===== src/rtl/uart_tx.sv =====
// -----------------------------------------------------------------------------
// uart_tx - 8-bit serial UART transmitter for the TXD pad.
//
// Accepts one byte per valid/ready handshake and sends it LSB first as an
// 8N1 frame (8N2 with STOP_BITS=2). Every bit is held for DIV clk cycles,
// where DIV = CLK_FREQ_HZ / BAUD (integer division, must be >= 2).
//
// Build option:
//   UART_TX_PARITY_EN  when defined, a parity bit is inserted after the data
//                      bits: XOR of the 8 data bits XOR PARITY_ODD.
//                      When undefined, no parity logic is built.
//
// Ports:
//   clk       in   system clock, rising edge active
//   resetn    in   asynchronous active-low reset
//   tx_data   in   [7:0] byte to send, sampled on the handshake edge
//   tx_valid  in   requester has a byte on tx_data
//   tx_ready  out  block accepts a byte this cycle (registered, IDLE only)
//   tx_busy   out  a frame is on the line (registered, = !tx_ready)
//   TXD       out  serial line, idle high (registered)
//
// state   | meaning
// --------+-------------------------------------------------------------
// IDLE    | line high, tx_ready=1, waiting for tx_valid
// START   | start bit (0) for DIV cycles
// DATA    | 8 data bits, LSB first, DIV cycles each
// PARITY  | parity bit for DIV cycles (UART_TX_PARITY_EN only)
// STOP    | line high for STOP_BITS*DIV cycles, then back to IDLE
// -----------------------------------------------------------------------------
module uart_tx #(
    parameter int CLK_FREQ_HZ = 12000000,
    parameter int BAUD        = 115200,
    parameter int STOP_BITS   = 1,
    parameter int PARITY_ODD  = 0
) (
    input  logic       clk,
    input  logic       resetn,
    input  logic [7:0] tx_data,
    input  logic       tx_valid,
    output logic       tx_ready,
    output logic       tx_busy,
    output logic       TXD
);

    localparam int DIV   = CLK_FREQ_HZ / BAUD;
    localparam int CNT_W = (DIV > 1) ? $clog2(DIV) : 1;

    localparam logic [CNT_W-1:0] BAUD_LAST = CNT_W'(DIV - 1);
    // The bit counter doubles as the stop-bit counter while in STOP.
    localparam logic [2:0]       STOP_LAST = 3'(STOP_BITS - 1);

    generate
        if ((DIV < 2) || ((STOP_BITS != 1) && (STOP_BITS != 2)) ||
            ((PARITY_ODD != 0) && (PARITY_ODD != 1))) begin : g_bad_cfg
            $error("uart_tx: illegal parameter set");
        end
    endgenerate

`ifdef UART_TX_PARITY_EN
    typedef enum logic [2:0] {
        S_IDLE   = 3'd0,
        S_START  = 3'd1,
        S_DATA   = 3'd2,
        S_PARITY = 3'd3,
        S_STOP   = 3'd4
    } state_t;
`else
    typedef enum logic [2:0] {
        S_IDLE   = 3'd0,
        S_START  = 3'd1,
        S_DATA   = 3'd2,
        S_STOP   = 3'd4
    } state_t;
`endif

    state_t           r_state;
    state_t           w_state_nxt;
    logic [CNT_W-1:0] r_baud_cnt;
    logic [CNT_W-1:0] w_baud_cnt_nxt;
    logic [2:0]       r_bit_cnt;
    logic [2:0]       w_bit_cnt_nxt;
    logic [7:0]       r_shift;
    logic [7:0]       w_shift_nxt;
    logic             r_txd;
    logic             w_txd_nxt;
    logic             r_ready;
    logic             w_ready_nxt;
    logic             r_busy;
    logic             w_baud_done;

`ifdef UART_TX_PARITY_EN
    // The shift register is empty by the time the parity bit goes out, so
    // parity is computed once from the byte on the handshake edge.
    logic             r_parity;
    logic             w_parity_nxt;
`endif

    assign w_baud_done = (r_baud_cnt == BAUD_LAST);

    // -------------------------------------------------------------------------
    // State register
    // -------------------------------------------------------------------------
    always_ff @(posedge clk or negedge resetn) begin
        if (!resetn) begin
            r_state <= S_IDLE;
        end else begin
            r_state <= w_state_nxt;
        end
    end

    // -------------------------------------------------------------------------
    // Next-state and next-output logic
    // -------------------------------------------------------------------------
    always_comb begin
        w_state_nxt    = r_state;
        w_baud_cnt_nxt = r_baud_cnt;
        w_bit_cnt_nxt  = r_bit_cnt;
        w_shift_nxt    = r_shift;
        w_txd_nxt      = r_txd;
        w_ready_nxt    = r_ready;
`ifdef UART_TX_PARITY_EN
        w_parity_nxt   = r_parity;
`endif

        // The baud counter runs in every non-IDLE state and restarts at each
        // bit boundary; IDLE leaves it at zero.
        if (r_state != S_IDLE) begin
            w_baud_cnt_nxt = w_baud_done ? '0 : r_baud_cnt + CNT_W'(1);
        end

        case (r_state)
            S_IDLE: begin
                w_txd_nxt   = 1'b1;
                w_ready_nxt = 1'b1;
                if (tx_valid && r_ready) begin
                    w_state_nxt    = S_START;
                    w_shift_nxt    = tx_data;
                    w_txd_nxt      = 1'b0;
                    w_ready_nxt    = 1'b0;
                    w_baud_cnt_nxt = '0;
                    w_bit_cnt_nxt  = 3'd0;
`ifdef UART_TX_PARITY_EN
                    w_parity_nxt   = (^tx_data) ^ (PARITY_ODD != 0);
`endif
                end
            end

            S_START: begin
                if (w_baud_done) begin
                    w_state_nxt = S_DATA;
                    w_txd_nxt   = r_shift[0];
                    w_shift_nxt = {1'b0, r_shift[7:1]};
                end
            end

            S_DATA: begin
                if (w_baud_done) begin
                    w_shift_nxt = {1'b0, r_shift[7:1]};
                    if (r_bit_cnt == 3'd7) begin
                        w_bit_cnt_nxt = 3'd0;
`ifdef UART_TX_PARITY_EN
                        w_state_nxt   = S_PARITY;
                        w_txd_nxt     = r_parity;
`else
                        w_state_nxt   = S_STOP;
                        w_txd_nxt     = 1'b1;
`endif
                    end else begin
                        w_bit_cnt_nxt = r_bit_cnt + 3'd1;
                        w_txd_nxt     = r_shift[0];
                    end
                end
            end

`ifdef UART_TX_PARITY_EN
            S_PARITY: begin
                if (w_baud_done) begin
                    w_state_nxt = S_STOP;
                    w_txd_nxt   = 1'b1;
                end
            end
`endif

            S_STOP: begin
                w_txd_nxt = 1'b1;
                if (w_baud_done) begin
                    if (r_bit_cnt == STOP_LAST) begin
                        w_state_nxt   = S_IDLE;
                        w_ready_nxt   = 1'b1;
                        w_bit_cnt_nxt = 3'd0;
                    end else begin
                        w_bit_cnt_nxt = r_bit_cnt + 3'd1;
                    end
                end
            end

            default: begin
                w_state_nxt    = S_IDLE;
                w_txd_nxt      = 1'b1;
                w_ready_nxt    = 1'b1;
                w_baud_cnt_nxt = '0;
                w_bit_cnt_nxt  = 3'd0;
            end
        endcase
    end

    // -------------------------------------------------------------------------
    // Datapath and output registers
    // -------------------------------------------------------------------------
    always_ff @(posedge clk or negedge resetn) begin
        if (!resetn) begin
            r_baud_cnt <= '0;
            r_bit_cnt  <= 3'd0;
            r_shift    <= 8'h00;
            r_txd      <= 1'b1;
            r_ready    <= 1'b1;
            r_busy     <= 1'b0;
        end else begin
            r_baud_cnt <= w_baud_cnt_nxt;
            r_bit_cnt  <= w_bit_cnt_nxt;
            r_shift    <= w_shift_nxt;
            r_txd      <= w_txd_nxt;
            r_ready    <= w_ready_nxt;
            r_busy     <= !w_ready_nxt;
        end
    end

`ifdef UART_TX_PARITY_EN
    always_ff @(posedge clk or negedge resetn) begin
        if (!resetn) begin
            r_parity <= 1'b0;
        end else begin
            r_parity <= w_parity_nxt;
        end
    end
`endif

    assign TXD      = r_txd;
    assign tx_ready = r_ready;
    assign tx_busy  = r_busy;

endmodule


===== config.mk =====
export PLATFORM = sky130hd
export DESIGN_NAME = uart_tx
export DESIGN_NICKNAME = d
export VERILOG_FILES = /design/src/rtl/uart_tx.sv
export SDC_FILE = /design/constraint.sdc
export NUM_CORES = 1
export LEC_CHECK = 0
export BUFFER_PORTS_ARGS = -buffer_cell sky130_fd_sc_hd__buf_2
export CORE_UTILIZATION = 40
export DETAILED_ROUTE_END_ITERATION = 8
export SYNTH_ARGS = -nofsm -noshare
export SYNTH_HDL_FRONTEND = slang
export SYNTH_SLANG_ARGS = --single-unit

===== constraint.sdc =====
create_clock -name clk -period 1.9 [get_ports clk]
set_input_delay 0.38 -clock clk [delete_from_list [all_inputs] [get_ports clk]]
set_output_delay 0.38 -clock clk [all_outputs]
set_load 0.01 [all_outputs]

=== After elaboration in Yosys (flattened, before gate mapping) ===
Cells that the tools add are included.

* Input port bits: 11
* Register bits: 24
* Logic and storage cells: 62
* Output and inout port bits: 3

* Reductions and logical operators: 12
* Bitwise gates (word level): 1
* Add/subtract/negate cells: 2
* Mux-type cells: 28
* Equality and inequality tests: 12

{| class="wikitable"
|+ Operators by type and width
! operator !! number
|-
| $mux 3 || 11
|-
| $pmux 3 s4 || 2
|-
| $mux 7 || 3
|-
| $mux 8 || 2
|-
| $pmux 8 s2 || 1
|-
| $pmux 7 s2 || 1
|-
| $ne 2x2->1 const B || 6
|-
| $add 7x1->7 const B || 1
|-
| $eq 7x7->1 const B || 1
|-
| $eq 3x3->1 const B || 2
|-
| $logic_not 3->1 || 2
|-
| $mux 1 || 6
|-
| $pmux 1 s3 || 2
|-
| $reduce_and 6->1 || 1
|-
| $reduce_and 4->1 || 1
|-
| $add 3x1->3 const B || 1
|-
| $eq 3x1->1 const B || 1
|-
| $eq 3x2->1 const B || 1
|-
| $reduce_and 3->1 || 1
|-
| $reduce_bool 3->1 || 1
|-
| $reduce_or 3->1 || 1
|-
| $ne 2x1->1 const B || 1
|-
| $reduce_and 2->1 || 1
|-
| $reduce_bool 2->1 || 1
|-
| 4 further kinds || 4
|}

=== Longest topological paths before layout ===
* Depth in word-level cells: 5
* Gate-level depth with buffers: 6
* Depth with buffers taken out: 6

=== Worst setup path before layout ===
OpenSTA, ideal clock, no wires.

* Path kind: register -> register
* From: register r_state[0]
* To: register r_shift[0]
* Buffers on the path: 1
* Library setup time: 125 ps
* Setup slack: 171 ps
* Period minus slack after synthesis: 1729 ps
* Arrival time: 1605 ps
* Stages on the path, launching flop included: 6
* Data required time: 1775 ps
* Cell sequence: dfrtp_1 nand2b_2 a21oi_2 buf_2 mux2_2 mux2_2

* Cells in the longest elaborated chain, start to end: 4
* Elaborated cells on any way between the ends: 9
* Classes of those cells: 4 x eq/ne; 1 x mux; 4 x reduce/logical

{| class="wikitable"
|+ RTL lines
! item !! line !! RTL
|-
| start, declared || 76 || <nowiki>state_t r_state;</nowiki>
|-
| start signal, assigned || 107 || <nowiki>r_state <= w_state_nxt;</nowiki>
|-
| $eq 3x2->1 or $eq 3x1->1 (tied branches) || 131 || <nowiki>case (r_state)</nowiki>
|-
| $reduce_or 2->1 (no source line) || -- ||
|-
| $ne 2x1->1 (no source line) or $reduce_bool 2->1 (tied branches) || -- ||
|-
| $reduce_and 3->1 (no source line) || -- ||
|-
| end signal, assigned || 221 || <nowiki>r_shift <= w_shift_nxt;</nowiki>
|-
| end, declared || 82 || <nowiki>logic [7:0] r_shift;</nowiki>
|}

Parallel ways exist; a longest one is shown, timed or not.
A chain may end at the register's enable or synchronous reset.

=== Final worst setup path ===
* From: register r_baud_cnt[0]
* To: register r_shift[6]

* Cells in the longest elaborated chain, start to end: 3

{| class="wikitable"
|+ RTL lines
! item !! line !! RTL
|-
| start, declared || 78 || <nowiki>logic [CNT_W-1:0] r_baud_cnt;</nowiki>
|-
| start signal, assigned || 219 || <nowiki>r_baud_cnt <= w_baud_cnt_nxt;</nowiki>
|-
| $eq 7x7->1 || 98 || <nowiki>assign w_baud_done = (r_baud_cnt == BAUD_LAST);</nowiki>
|-
| $ne 2x1->1 (no source line) || -- ||
|-
| $reduce_and 3->1 (no source line) || -- ||
|}

No other way between the ends.

==> impl_metrics.py <==
metrics = {
    "layout": {
        "post_route_cells_drive_above_1_share": 0.2897,
        "most-common-layout-cells": "dfrtp_1 (22), buf_2 (13), a21oi_1 (8), mux2_2 (8)",
        "final_common_cell": "dfrtp_1",
        "syn_to_final_growth_pct": 12.26,
        "filler_cell_count": 344,
        "fin_util": 0.4702,
        "final_net_count": 161,
        "diodes_inserted": 0,
    },
    "synthesis": {
        "yosysTopAreaCellShare": 0.3939,
        "synth-seq-area-share": 0.4315,
        "yosys_most_used_dff": "dfrtp_1",
        "yosysUniqueCellTypes": 46,
        "number_of_flops_mapped_to_enable_cells_by_yosys": 0,
        "syn-mean-instance-area_um2": 10.75,
        "synth.top_cells.by_area": "dfrtp_1 (39%), mux2_2 (6.4%), mux2_1 (4.8%)",
        "async_reset_ff_frac": 1.000,
        "yosysWarnings": 0,
        "synth_nets": 145,
        "synth.largest_area_cell": "dfrtp_1",
        "synth_area_mm2": 0.001398,
        "synth_seq_cells": 24,
        "syn_inst": 130,
    },
    "timing": {
        "fraction_of_the_cycle_the_final_worst_path_needs": 0.9404,
        "timing_max_transition_violations_final": 0,
        "maximum_clock_skew_at_final_layout_ps": 2.040,
        "max-slew-margin-rel": 0.6486,
        "fin_tns_setup_ps": 0,
        "post-route-min-period_ps": 1787,
        "report.final.hold_viol_count": 0,
        "final.hold.worst_slack_ps": 20.25,
        "report.final.setup_viol": 0,
        "setup_repair_after_global_routing_missed_its_margin": "false",
        "transition_at_the_pin_with_the_smallest_max_transition_slack_ps": 527.1,
        "max_freq_ghz": 0.5597,
    },
    "cts": {
        "cts_num_sinks": 24,
        "ctsHtreeMaxLevel": 1,
        "holdBufCountCts": 0,
        "count_of_instances_resized_after_the_clock_tree_is_built": 0,
        "clk_latency_ps": 310,
        "root_buffer_cell": "clkbuf_4",
        "cts_setup_buffers": 0,
        "tritoncts_clock_tree": "done",
        "clock_buffer_count_from_cts": 3,
        "cts_max_path_buffers": 2,
        "clk_pin_slew_worst_paths_ps": 130,
    },
    "global_route": {
        "groute.usage.overall": 0.1636,
        "first_global_vias": 974,
        "wire_length_of_the_first_global_routing_pass_um": 4471,
        "antenna_found_initial": 0,
        "grt-ovfl-total": 0,
        "maximum_number_of_pins_on_one_net_before_global_route_repair": 25,
    },
    "pwr": {
        "share_comb_of_total_power": 0.376,
        "ir_worst_vdd_mv": 0.5907,
        "power_switching_uw": 629.7,
        "clock_power_share": 0.149,
        "power.static_leakage_uw": 0.0006905,
        "p_sw_frac": 0.3466,
        "power.internal_uw": 1187,
        "powerDensity_mw_per_mm2": 1158,
        "power_frac_seq": 0.475,
    },
    "routing": {
        "wl_per_cell_um": 13.84,
        "routed_wirelength_um": 2644,
        "route.vias.total": 1023,
        "dr.pass1.iters": 4,
        "drt.antenna.violating_nets": 0,
        "vias_per_cell": 5.356,
        "route.detailed.drc": 0,
        "drt_iter0_drc": 51,
    },
    "critical_path": {
        "setup.worst_path.start": "r_baud_cnt[0]",
        "regToRegStartpoint": "r_baud_cnt[0]",
        "crit_required_ps": 2110,
        "data_arrival_at_the_endpoint_of_the_critical_path_ps": 2000,
        "timing.critical_path.from_type": "flop",
        "crit_path_cell_trace": "ha_1 > and3_2 > a22oi_4 > mux2_2",
        "crit_buf_inv": 0,
        "family_of_cells_with_the_greatest_summed_delay_on_the_critical_path": "flip-flops",
        "critPathSlowestCell": "dfrtp_1",
        "worstPathMaxFanout": 8,
        "crit_path_end_kind": "flop",
        "cpPeakStageDelay_ps": 450,
        "worstSetupPathType": "flop to flop",
    },
    "floorplan": {
        "die_h_um": 61.11,
        "floorplan.die.width_um": 61.11,
        "die-area_mm2": 0.003734,
        "rows": 21,
        "ioPinCount": 14,
        "floorplan.core_area_mm2": 0.003337,
        "starting_utilization_of_the_core_area": 0.4188,
    },
    "status": {
        "run_status": "completed",
    },
    "placement": {
        "finalWeightedCongestion": 0.7728,
        "dp_hpwl_um": 1987,
        "numPortBuffers": 13,
    },
    "run": {
        "maxCapViolations": 0,
    },
    "min_path": {
        "hold_path.class": "input port to asynchronous set/reset pin",
    },
}
==> power by group through the flow <==
stage          Combinational [uW]  Sequential [uW]  Clock (uW)
2_1_floorplan                 515              843           0
3_3_place_gp                  668              853           0
3_5_place_dp                  685              867           0
4_1_cts                       688              855         285
5_1_grt                       778              891         302
6_report                      683              864         270
==> logic make-up after synthesis <==
kind of cell,after synthesis,synth area share
AOI/OAI and AO/OA,33,0.1827
xor gates and xnor gates,5,0.03134
muxes,17,0.1379
and+or+nand+nor,36,0.1441
buffers and inverters,11,0.03671
adders and majority gates,4,0.03581
DFF,24,0.4315
==> metal layers <==
metal / global-route usage / vias up / routed length [um]
met3: 0.03151 / 2 / 79
met2: 0.2624 / 16 / 1287
met5: 0 / - / 0
met4: 0.04870 / 0 / 22
met1: 0.2243 / 495 / 1255
li1: - / 510 / -
==> cells in the mapped netlist (2+ instances only) <==
library cell / instances
inv_1: 5
xnor2_1: 2
or3_1: 3
nand2b_1: 3
nor2b_1: 2
a21oi_2: 2
a32oi_1: 2
xor2_1: 3
and3_1: 2
dfstp_2: 2
ha_1: 4
buf_2: 2
dfrtp_1: 22
nand3_1: 5
o21ai_0: 5
nor3_1: 5
mux2_2: 8
mux2_1: 6
nand2_1: 6
clkbuf_1: 3
mux2i_1: 2
nor2_1: 5
a21oi_1: 8
==> per-stage QoR <==
| step | total power (uW) | instance area, um^2 | worst slack [ps] | std cells |
|---|---|---|---|---|
| floorplan | 1358 | 1398 | 170.7 | 130 |
| global placement | 1521 | 1518 | 135.6 | 187 |
| detailed placement | 1552 | 1518 | 61.90 | 187 |
| CTS | 1827 | 1554 | 37.96 | 191 |
| global route | 1970 | 1569 | 24.86 | 191 |
| finish | 1817 | 1569 | 113.3 | 191 |
==> worst register-to-register path, stage by stage (launching register included) <==
cell,delay (ps)
dfrtp_1,450
ha_1,280
and3_2,260
a22oi_4,320
mux2_2,380
==> state kept, by name, summed over array words and instances (netlist names) <==
name	flops
r_shift	8
r_baud_cnt	7
r_bit_cnt	3
r_state	3
TXD	1
tx_busy	1
tx_ready	1
==> worst paths after layout <==
kind / to / slack, ps / depth (start not counted)
max: r_shift[6] / 110 / 4
min reg2reg: r_shift[2] / 520 / 1
max reg2reg: r_shift[6] / 110 / 4
max in group asynchronous: TXD / 1510 / 1
min in group clk: r_shift[2] / 400 / 3
min: tx_busy / 20 / 1
==> area by class of cell <==
| class | instances | area [um^2] | area share |
|---|---|---|---|
| clock buffer | 4 | 36.28 | 0.02313 |
| tap | 46 | 57.56 | 0.03668 |
| sequential | 24 | 603.1 | 0.3844 |
| inverter | 5 | 18.77 | 0.01196 |
| timing repair buffer | 17 | 95.09 | 0.06061 |
| multi-input combinational | 95 | 758.2 | 0.4833 |
No activity file was read; power rests on OpenSTA's default activity.
